## config.mk

```make
export PLATFORM = sky130hd
export DESIGN_NAME = mux_scan_ctrl
export DESIGN_NICKNAME = d
export VERILOG_FILES = /design/src/rtl/mux_scan_pkg.sv /design/src/rtl/chan_debounce.sv /design/src/rtl/mux_scan_ctrl.sv
export SDC_FILE = /design/constraint.sdc
export NUM_CORES = 1
export LEC_CHECK = 0
export ABC_CLOCK_PERIOD_IN_PS = 2900
export CAP_MARGIN = 20
export CELL_PAD_IN_SITES_DETAIL_PLACEMENT = 0
export CELL_PAD_IN_SITES_GLOBAL_PLACEMENT = 1
export CORE_ASPECT_RATIO = 0.8
export CORE_MARGIN = 2
export CORE_UTILIZATION = 49
export DETAILED_ROUTE_END_ITERATION = 7
export PLACE_DENSITY = 0.94
export SETUP_SLACK_MARGIN = 0.4
export SKIP_CTS_REPAIR_TIMING = 1
export SLEW_MARGIN = 20
export SYNTH_ARGS = -nofsm -noshare
export SYNTH_HDL_FRONTEND = slang
export SYNTH_SLANG_ARGS = --single-unit
```

## constraint.sdc

```tcl
create_clock -name clk -period 2.9 [get_ports clk]
set_input_delay 0.29 -clock clk [delete_from_list [all_inputs] [get_ports clk]]
set_output_delay 0.29 -clock clk [all_outputs]
set_load 0.05 [all_outputs]
```

## src/rtl/mux_scan_pkg.sv

```systemverilog
// Shared types and sizing for the sensor mux scan controller.
// Channel count, select width, debounce counter width and the controller state enum.
package mux_scan_pkg;

   localparam int NUM_CH = 8;
   localparam int CH_W   = 3;
   localparam int CNT_W  = 4;

   typedef enum logic [1:0] {
      IDLE,
      SETTLE,
      SAMPLE,
      EMIT
   } state_t;

endpackage

```

## src/rtl/chan_debounce.sv

```systemverilog
// One channel's debouncer: a stable level plus a count of consecutive differing samples.
// change_pulse flags the sample that will flip the stable level at the next edge.
module chan_debounce
   import mux_scan_pkg::*;
#(
   parameter int DEBOUNCE_N = 3
) (
   input  logic clk,
   input  logic rst,
   input  logic sample_en,
   input  logic sample,
   output logic level,
   output logic change_pulse
);

   localparam logic [CNT_W-1:0] CNT_LAST = CNT_W'(DEBOUNCE_N - 1);

   logic [CNT_W-1:0] cnt;
   logic             last_count;

   assign last_count   = (cnt == CNT_LAST);
   assign change_pulse = sample_en && (sample != level) && last_count;

   // The count only moves on this channel's sample slot and tops out at DEBOUNCE_N-1.
   always_ff @(posedge clk) begin
      if (rst) begin
         cnt   <= '0;
         level <= 1'b0;
      end else if (sample_en) begin
         if (sample == level) begin
            cnt <= '0;
         end else if (last_count) begin
            level <= sample;
            cnt   <= '0;
         end else begin
            cnt <= cnt + 1'b1;
         end
      end
   end

endmodule

```

## src/rtl/mux_scan_ctrl.sv

```systemverilog
// Round-robin scanner for the 8:1 sensor mux: settle, sample, debounce per channel,
// and hand one level-change event at a time to the visitor counter logic.
module mux_scan_ctrl
   import mux_scan_pkg::*;
#(
   parameter int SETTLE_CYC = 2,
   parameter int DEBOUNCE_N = 3
) (
   input  logic              clk,
   input  logic              rst,
   input  logic              en,
   input  logic              mux_out,
   output logic [CH_W-1:0]   sel,
   output logic              evt_valid,
   input  logic              evt_ready,
   output logic [CH_W-1:0]   evt_ch,
   output logic              evt_level,
   output logic [NUM_CH-1:0] level
);

   state_t             state, next_state;
   logic [CNT_W-1:0]   settle_cnt;
   logic [NUM_CH-1:0]  sample_en;
   logic [NUM_CH-1:0]  change_pulse;
   logic               any_change;
   logic               handshake;
   logic               take_event;
   logic               advance;
   logic               load_settle;

   for (genvar i = 0; i < NUM_CH; i++) begin : g_chan
      assign sample_en[i] = (state == SAMPLE) && (sel == CH_W'(i));

      chan_debounce #(
         .DEBOUNCE_N (DEBOUNCE_N)
      ) u_deb (
         .clk          (clk),
         .rst          (rst),
         .sample_en    (sample_en[i]),
         .sample       (mux_out),
         .level        (level[i]),
         .change_pulse (change_pulse[i])
      );
   end

   assign any_change = |change_pulse;

   always_ff @(posedge clk) begin
      if (rst) begin
         state <= IDLE;
      end else begin
         state <= next_state;
      end
   end

   // A channel always runs to completion once started; en is only consulted when leaving it.
   always_comb begin
      next_state = state;
      case (state)
         IDLE:    if (en) next_state = SETTLE;
         SETTLE:  if (settle_cnt == '0) next_state = SAMPLE;
         SAMPLE:  begin
            if (any_change) next_state = EMIT;
            else            next_state = en ? SETTLE : IDLE;
         end
         EMIT:    if (evt_valid && evt_ready) next_state = en ? SETTLE : IDLE;
         default: next_state = IDLE;
      endcase
   end

   always_comb begin
      handshake   = (state == EMIT) && evt_valid && evt_ready;
      take_event  = (state == SAMPLE) && any_change;
      advance     = ((state == SAMPLE) && !any_change) || handshake;
      load_settle = (next_state == SETTLE) && (state != SETTLE);
   end

   // Select only moves when a channel is finished, so a stalled event also stalls the scan.
   always_ff @(posedge clk) begin
      if (rst) begin
         settle_cnt <= '0;
         sel        <= '0;
         evt_valid  <= 1'b0;
         evt_ch     <= '0;
         evt_level  <= 1'b0;
      end else begin
         if (load_settle) begin
            settle_cnt <= CNT_W'(SETTLE_CYC - 1);
         end else if ((state == SETTLE) && (settle_cnt != '0)) begin
            settle_cnt <= settle_cnt - 1'b1;
         end
         if (advance) begin
            sel <= sel + 1'b1;
         end
         if (take_event) begin
            evt_valid <= 1'b1;
            evt_ch    <= sel;
            evt_level <= mux_out;
         end else if (handshake) begin
            evt_valid <= 1'b0;
         end
      end
   end

endmodule

```

==> results list, run 1 <==
- In this run the vertical extent of the chip is roughly 75 um.
* First-pass DRT Iterations: 4
- Final-layout setup total negative slack: 0 ps
- The number of different library cells used by synthesis comes to between 40 and 50.
- The region available for standard cell placement spans approximately 6000 sq um.
- Max IR drop VDD: 0.262 mV
* Crit path required time: around 3000 ps
- CTS placed an instance of sky130_fd_sc_hd__clkbuf_8 at the clock tree root.
* Number of cells on the worst reg-to-reg path: 7
- Placer Congestion: ~0.84
- Cell-by-cell listing of the critical path: inv_1, ha_1, and4b_1, nand2_1, o2111ai_1, nor3_2, a211oi_1
* Initial cell density of the core: 0.514
* Total count of hold-check failures in the final report: 0
- Avg Vias per Cell: 5.24
* Fraction of final layout cells with drive strength greater than 1: 0.0702
- Slew at the pin closest to its max-slew limit: a little under 1000 ps
* Hold slack: 484 ps
- The floorplan step defined a die boundary enclosing 6950 sq um.
- Across all layers, the routed design uses 2291 vias.
* Number of nets in the layout: between 300 and 400
* Cell type contributing the most total cell area after synthesis: sky130_fd_sc_hd__dfxtp_1
- After synthesis the cells add up to 3080 sq um.
- The share of the Yosys chip area taken by registers is 0.351.
* Floorplan row count: 25
- Instance area at placement: around 3300 sq um
* Slowest Stage Delay on Critical Path: roughly 500 ps
- Maximum root-to-sink buffer count: 2
- Number of global-route vias before repair: about 2100
- Entering global routing, the biggest net connects 28 pins.
* Number of max-slew violations in the final report: 0
- Count of mapped cells out of synthesis: between 300 and 400
* Result of the run: completed
- The startpoint identified for the worst hold timing path is evt_ch[1]$_SDFFE_PP0P_.
- Count of flip-flops with a built-in enable after synthesis: 0
* Remaining global-route overflow: 0
- Headroom to the max-slew limit came out at 0.355.
- Input and output buffers added on the ports amount to 20.
- Period Utilization, post-route: 0.808
- Setup slack of the most critical reg-to-reg path: roughly 560 ps
- Ys flop type: sky130_fd_sc_hd__dfxtp_1
- Clock tree synthesis found a total of 54 sinks.
- In this run the critical register-to-register path is launched from sel[0]$_SDFFE_PP0P_.
- Later-pin clock latency in the skew report: around 300 ps
* Synth Area per Inst: 8.89 sq um
- HPWL Detailed: 4170 um
* I/O pin cnt: 21
* End point of the worst hold path: evt_ch[1]$_SDFFE_PP0P_
- The worst setup path is captured at a flop.
* First-pass GRT wire length: slightly below 10000 um
* TritonCTS clock tree: built
- The critical path in this run is classified as reg -> reg.
- Final critical path time including I/O delays and setup: between 2000 and 2500 ps
- For this design the static power due to leakage is between 1 and 1.5 nW.
- The finished cells cover 3330 sq um.
- Top cells by instance count after synthesis: sky130_fd_sc_hd__dfxtp_1 (54), sky130_fd_sc_hd__nor2_1 (44), sky130_fd_sc_hd__nand2_1 (25), sky130_fd_sc_hd__a21oi_1 (24), sky130_fd_sc_hd__ha_1 (23)
* Initial antenna violation count: 0
- Power Dens Cells: a little under 400 nW/um^2
- The number of nets handed over by synthesis was around 380.
- Synthesis warning total: 0
- The min-delay analysis places its worst path in the category reg -> reg.
* Cell at the slowest stage of the critical path: sky130_fd_sc_hd__nor3_2
- Setup violations remaining at the end of the flow were counted as 0.
* Worst Path Max Fanout: 8
* Setup repair after global routing missed its margin: false
* Area fraction of the dominant cell type after synthesis: 0.351
* Reg-to-Reg End: settle_cnt[2]$_SDFFE_PP0P_
* Horizontal die dimension: between 90 and 100 um
- Dominant cell by count in the synthesized netlist: sky130_fd_sc_hd__dfxtp_1
- Compared with the post-synthesis result, the final layout area differs by 8.11%.
- In the final routed layout, each cell accounts on average for approximately 13 um.
- Main area contributors after synthesis: sky130_fd_sc_hd__dfxtp_1 (35%), sky130_fd_sc_hd__ha_1 (9.3%), sky130_fd_sc_hd__nor2_1 (5.4%), sky130_fd_sc_hd__a21oi_1 (3.9%), sky130_fd_sc_hd__xor2_1 (3.7%)
* Proportion of register bits with asynchronous set or reset after synthesis: 0
- Number of clock buffers inserted by TritonCTS: 5
- After synthesis the netlist holds a flip-flop and latch count of 54.
- Total routing usage reported by global routing: 0.174
* WP data arrival: approximately 2500 ps
- Wire length reported by the detailed router: 5690 um
* Antenna diodes: 0
- For the final database, setup skew stands at about 6.0 ps.
- Worst Setup Start Kind: flop
- Max Cap Violations: 0
- Clock-pin slew was measured on the worst setup and hold paths at approximately 90 ps.
* CTS H-tree lvls: 2
- Total chip power: roughly 1.3 mW
- The worst hold path was traced through 2 stages.
- Highest achievable clock rate: about 430 MHz
* DR iter-0 viols: 130
- For this run, design rule violations remaining after detail routing come to 0.
- Remaining antenna violation count: 0
sequential cells by signal (all words and copies together), names as in the netlist:
name	count
evt_valid	1
state	2
g_chan.u_deb.level	8
evt_level	1
evt_ch	3
settle_cnt	4
g_chan.u_deb.cnt	32
sel	3
power by group:
part / total (mW) / leakage (nW) / internal [mW] / switching (mW)
Clock: 0.396 / 0.0383 / 0.167 / 0.229
Combinational: 0.139 / 0.824 / 0.0627 / 0.0759
Sequential: 0.778 / 0.436 / 0.754 / 0.0234
final cells by class:
cell class | count | area (sq um)
Clock buffer | 7 | 76.3
Sequential cell | 54 | 1080
Timing Repair Buffer | 24 | 230
Fill cell | 579 | 2670
Multi-Input combinational cell | 257 | 1790
Inverter | 14 | 52.6
Tap cell | 81 | 101
worst max path at each step:
stage	startpoint	end	cells past startpoint
detailed placement	mux_out	sel[0]$_SDFFE_PP0P_	7
global route	sel[1]$_SDFFE_PP0P_	sel[0]$_SDFFE_PP0P_	6
finish	sel[0]$_SDFFE_PP0P_	settle_cnt[2]$_SDFFE_PP0P_	7
floorplan	sel[0]$_SDFFE_PP0P_	sel[0]$_SDFFE_PP0P_	8
CTS	sel[0]$_SDFFE_PP0P_	sel[0]$_SDFFE_PP0P_	7
global placement	mux_out	sel[0]$_SDFFE_PP0P_	7
metrics by stage:
step           setup WS [ps]  cells  utilization
2_1_floorplan            527    347            -
3_3_place_gp             563    430        0.543
3_5_place_dp             506    430        0.543
4_1_cts                  557    437        0.555
5_1_grt                  409    437        0.555
6_report                 556    437        0.555
cell families after synthesis:
| logic type | Yosys count | synth area share |
|---|---|---|
| compound gates | 61 | 0.134 |
| buf+inv | 36 | 0.0682 |
| fa+ha+maj | 23 | 0.0933 |
| mux | 8 | 0.0272 |
| flops | 54 | 0.351 |
| xor+xnor | 25 | 0.0710 |
| simple gates | 140 | 0.256 |
per-layer routing:
layer | up-vias | track usage | wire, um
met5 | - | 0 | 0
met4 | 0 | 0.0458 | 42
met3 | 4 | 0.0400 | 159
met2 | 19 | 0.279 | 2360
met1 | 1063 | 0.240 | 3120
li1 | 1205 | - | -
cells in the final DEF, fill, tap and decap left out, types with 2 or more instances in the layout:
cell type / Yosys / final
sky130_fd_sc_hd__dfxtp_1: 54 / 54
sky130_fd_sc_hd__nor2_1: 44 / 44
sky130_fd_sc_hd__nand2_1: 25 / 25
sky130_fd_sc_hd__a21oi_1: 24 / 24
sky130_fd_sc_hd__ha_1: 23 / 23
sky130_fd_sc_hd__clkdlybuf4s50_1: 0 / 20
sky130_fd_sc_hd__o21ai_0: 15 / 15
sky130_fd_sc_hd__inv_1: 14 / 14
sky130_fd_sc_hd__nand2b_1: 14 / 14
sky130_fd_sc_hd__xor2_1: 13 / 13
sky130_fd_sc_hd__xnor2_1: 12 / 12
sky130_fd_sc_hd__nand4_1: 10 / 10
sky130_fd_sc_hd__nand3_1: 9 / 9
sky130_fd_sc_hd__a211oi_1: 9 / 9
sky130_fd_sc_hd__nor3b_1: 8 / 8
sky130_fd_sc_hd__mux2i_1: 5 / 5
sky130_fd_sc_hd__nand3b_1: 5 / 5
sky130_fd_sc_hd__nor3_1: 5 / 5
sky130_fd_sc_hd__clkbuf_8: 0 / 5
sky130_fd_sc_hd__o31ai_1: 4 / 4
sky130_fd_sc_hd__buf_4: 10 / 4
sky130_fd_sc_hd__nand3b_4: 2 / 2
sky130_fd_sc_hd__and4bb_1: 2 / 2
sky130_fd_sc_hd__and4b_2: 2 / 2
sky130_fd_sc_hd__or3b_1: 2 / 2
sky130_fd_sc_hd__mux2_1: 2 / 2
sky130_fd_sc_hd__or2_2: 2 / 2
sky130_fd_sc_hd__nor2b_1: 2 / 2
sky130_fd_sc_hd__clkbuf_1: 4 / 2
worst max-delay path: cells and delay by family, from the launching register on:
| family | cells | cell delay, ps |
|---|---|---|
| flip-flops | 1 | 480 |
| AND/OR/NAND/NOR | 3 | 930 |
| adder cells (fa/ha/maj) | 1 | 240 |
| AO/OA/AOI/OAI | 2 | 400 |
| buffers and inverters | 1 | 120 |
Power figures use the tool's default switching activity.
==> inputs of run 2 (changes only) <==
--- a/config.mk
+++ b/config.mk
@@ -5,15 +5,15 @@
 export SDC_FILE = /design/constraint.sdc
 export NUM_CORES = 1
 export LEC_CHECK = 0
-export ABC_CLOCK_PERIOD_IN_PS = 2900
+export ABC_CLOCK_PERIOD_IN_PS = 1900
 export CAP_MARGIN = 20
 export CELL_PAD_IN_SITES_DETAIL_PLACEMENT = 0
 export CELL_PAD_IN_SITES_GLOBAL_PLACEMENT = 1
 export CORE_ASPECT_RATIO = 0.8
 export CORE_MARGIN = 2
-export CORE_UTILIZATION = 49
+export CORE_UTILIZATION = 41
 export DETAILED_ROUTE_END_ITERATION = 7
-export PLACE_DENSITY = 0.94
+export PLACE_DENSITY = 0.85
 export SETUP_SLACK_MARGIN = 0.4
 export SKIP_CTS_REPAIR_TIMING = 1
 export SLEW_MARGIN = 20
==> constraint.sdc (replaced) <==
create_clock -name clk -period 1.9 [get_ports clk]
set_input_delay 0.19 -clock clk [delete_from_list [all_inputs] [get_ports clk]]
set_output_delay 0.19 -clock clk [all_outputs]
set_load 0.05 [all_outputs]
==> run 2 against run 1 <==
The run now ends with setup timing left. Final cell count rose by 15%. Sequential cell count unchanged. Sequential share of layout area down 5.9 points. Critical path depth unchanged. Critical endpoint is now sel[0]$_SDFFE_PP0P_. Count of clock-buffer cells in the layout unchanged.
==> results list, run 2 (synthesis gave the netlist of run 1 again) <==
- The setup-violating endpoint count in the final report was 3 (+3).
* Sw Share: 0.257 (+0.00643)
- The critical path goes through ha_4, ha_4, nand3b_4, a2111oi_4, nor4b_2, a31oi_4, mux2_4.
* Worst Path Max Fanout: 5 (-3)
* Clock power share: 0.311 (+0.009)
- The sequential fraction of design power came to 0.552 (-0.041).
* Slowest Stage Delay on Critical Path: 410 ps (-90 ps)
* Worst Setup Start Kind: flop
- Number of DRC violations after detailed routing: 0 (unchanged)
- The ratio of cells with drive above 1 in the final layout came to 0.334 (+0.264).
* Number of clock buffers inserted by TritonCTS: 5 (unchanged)
* Number of max-slew violations in the final report: 0 (unchanged)
- Max reg flops: 32 (unchanged)
* Min setup slack post-route: -38.2 ps (-594 ps)
- The CTS clock-pin slew for the worst setup and hold paths was 100 ps (about the same).
* Initial antenna violation count: 0 (unchanged)
- The number of fill cells in the layout came to 644 (+11%).
- The area after detailed placement was 3630 sq um (+11%).
- The half-perimeter wire length after placement is 4700 um (+13%).
- Pin count of the biggest net entering global routing: 16 (-43%)
- Post-placement cell count: 481 (+12%)
- The worst reg2reg path depth came to 7 (unchanged).
- The power share of the combinational group came to 0.137 (+0.031).
- From synthesis to final layout, the design area changed by 34.4%.
* Clock sinks: 54 (unchanged)
- Total routing usage reported by global routing: 0.160 (-0.0134)
- Final critical path time including I/O delays and setup: 1940 ps (-406 ps)
- The number of maximum-capacitance violations was 0 (unchanged).
- Wire length reported by the detailed router: 6560 um (+15%)
- Period Utilization, post-route: 1.02 (+0.212)
* Initial cell density of the core: 0.419 (-0.0943)
- Setup repair after global routing could not meet its margin everywhere.
- The number of vias in the routed layout came to 2577 (+12%).
- Leakage power summed over all cells: 1.93 nW (+49%)
- The core area was 7360 sq um (+23%).
* Buffer type at the clock tree root: sky130_fd_sc_hd__clkbuf_8
- The startpoint identified for the worst register-to-register timing path is sel[0]$_SDFFE_PP0P_.
- WP data arrival: 2140 ps (-340 ps)
* Maximum root-to-sink buffer count: 2 (unchanged)
* Tightest Hold Check Type: in -> reg
* Slew at the pin closest to its max-slew limit: 530 ps (-434 ps)
- The number of nets with antenna violations after detailed routing was 0 (unchanged).
- Cell type with the highest occurrence count on the critical path: sky130_fd_sc_hd__ha_4
- The worst setup path is of the reg -> reg kind.
* Internal portion of total power: 1.58 mW (+61%)
* Timing endpoint of the critical path: sel[0]$_SDFFE_PP0P_
* Floorplan row count: 28 (+12%)
- DR iter-0 viols: 91 (-30%)
- Post-Route Skew: 6.70 ps (+0.747 ps)
- The number of antenna cells inserted came to 0 (unchanged).
- The register with the most flip-flops in the final layout is g_chan.u_deb.cnt.
- Power Dens Cells: 514 nW/um^2 (+31%)
- Tracing the worst setup path back leads to its startpoint at sel[0]$_SDFFE_PP0P_.
- Setup slack of the most critical reg-to-reg path: -40 ps (-590 ps)
- Horizontal die dimension: 101 um (+8.9%)
- The library cell used most frequently in the layout, excluding fill and tap cells, is sky130_fd_sc_hd__buf_4.
* Total count of hold-check failures in the final report: 0 (unchanged)
* Later-pin clock latency in the skew report: 310 ps (about the same)
- The worst ir drop on vdd is 0.284 mV (+8.1%).
* Most used cells in the layout excluding fill and tap cells: sky130_fd_sc_hd__buf_4 (48), sky130_fd_sc_hd__dfxtp_1 (45), sky130_fd_sc_hd__nor2_1 (39)
- Violations in the final reports: setup timing
* Switching power: 0.547 mW (+67%)
- TritonCTS built the clock tree.
- The number of detailed-route iterations in the first pass came to 4 (unchanged).
- Tightest slew margin relative to the limit: 0.645 (+0.290)
- Remaining global-route overflow: 0 (unchanged)
- The required time at the endpoint of the critical path was 2100 ps (-940 ps).
- Finished Layout Cells: 503 (+15%)
- Endpoint class of the critical path: flop
- For this design, the slowest cell found on the critical path is sky130_fd_sc_hd__dfxtp_4.
- Detail-routed net length per standard cell: 13.0 um (+0.16%)
* Result of the run: finished with violations
- Number of nets in the layout: 440 (+15%)
* Count of input and output buffers: 20 (unchanged)
- Non-Filler Cell Area, Final: 4150 sq um (+24%)
- The final estimated routing congestion in global placement was 0.777 (-7.1%).
- CTS H-tree lvls: 2 (unchanged)
- Number of global-route vias before repair: 2228 (+5.1%)
- Regs by FF count: g_chan.u_deb.cnt: 32 flops, g_chan.u_deb.level: 8 flops, settle_cnt: 4 flops
- Die extent in y: 81.6 um (+8.8%)
- The number of top-level pins was 21 (unchanged).
- The highest attainable clock frequency was 516 MHz (+21%).
- The endpoint identified for the worst register-to-register timing path is sel[0]$_SDFFE_PP0P_.
- Overall die area: 8240 sq um (+19%)
* First-pass GRT wire length: 10600 um (+9.2%)
- The number of vias per cell is 5.12 (-2.3%).
==> run 2: worst max-delay path: cells and delay by family, from the launching register on <==
kind	cells	cell delay (ps)
adder cells (fa/ha/maj)	2	290
AND/OR/NAND/NOR	2	210
flip-flops	1	410
AO/OA/AOI/OAI	2	610
multiplexers	1	320
==> run 2: how the worst min path moves through the flow <==
| stage | startpoint | cells past startpoint | slack (ps) | to |
|---|---|---|---|---|
| finish | mux_out | 3 | 320 | g_chan[7].u_deb.level$_SDFFE_PP0P_ |
| detailed placement | g_chan[3].u_deb.cnt[3]$_SDFFE_PP0P_ | 2 | 480 | g_chan[3].u_deb.cnt[3]$_SDFFE_PP0P_ |
| floorplan | rst | 2 | 420 | g_chan[1].u_deb.cnt[0]$_SDFFE_PP0P_ |
| global placement | g_chan[3].u_deb.cnt[3]$_SDFFE_PP0P_ | 2 | 470 | g_chan[3].u_deb.cnt[3]$_SDFFE_PP0P_ |
| CTS | g_chan[3].u_deb.cnt[3]$_SDFFE_PP0P_ | 2 | 500 | g_chan[3].u_deb.cnt[3]$_SDFFE_PP0P_ |
| global route | mux_out | 3 | 380 | g_chan[7].u_deb.level$_SDFFE_PP0P_ |
==> run 2: area by class of cell <==
| class | instances | area [sq um] | area share |
|---|---|---|---|
| multi-input cells | 257 | 2050 | 0.494 |
| flip-flops and latches | 54 | 1100 | 0.265 |
| repair buffers | 80 | 738 | 0.178 |
| well taps | 90 | 113 | 0.0272 |
| clock buffers | 7 | 86.3 | 0.0208 |
| inverters | 14 | 55.1 | 0.0133 |
| clock inverters | 1 | 5.00 | 0.00121 |
==> run 2: stage by stage <==
| stage | utilization | setup WS, ps | hold WS (ps) | TNS, ps | total power, mW |
|---|---|---|---|---|---|
| after floorplan | - | -87.2 | 423 | -155 | 1.38 |
| after global placement | 0.494 | -307 | 470 | -2990 | 1.45 |
| after detailed placement | 0.494 | -321 | 484 | -3510 | 1.46 |
| after CTS | 0.506 | -183 | 497 | -897 | 2.12 |
| after global routing | 0.563 | -118 | 377 | -632 | 2.23 |
| final | 0.563 | -38.2 | 320 | -78.5 | 2.13 |
==> run 2: power groups by stage <==
stage	clock network, mW	logic [mW]	registers [mW]
3_3_place_gp	0	0.253	1.20
4_1_cts	0.687	0.260	1.17
3_5_place_dp	0	0.258	1.20
6_report	0.662	0.292	1.18
2_1_floorplan	0	0.175	1.20
5_1_grt	0.731	0.321	1.18
==> run 2: metal layers <==
metal | vias to the layer above | global-route usage | wire length, um
li1 | 1331 | - | -
met1 | 1210 | 0.222 | 3220
met2 | 30 | 0.251 | 3070
met3 | 6 | 0.0315 | 190
met4 | 0 | 0.0541 | 74
met5 | - | 0 | 0
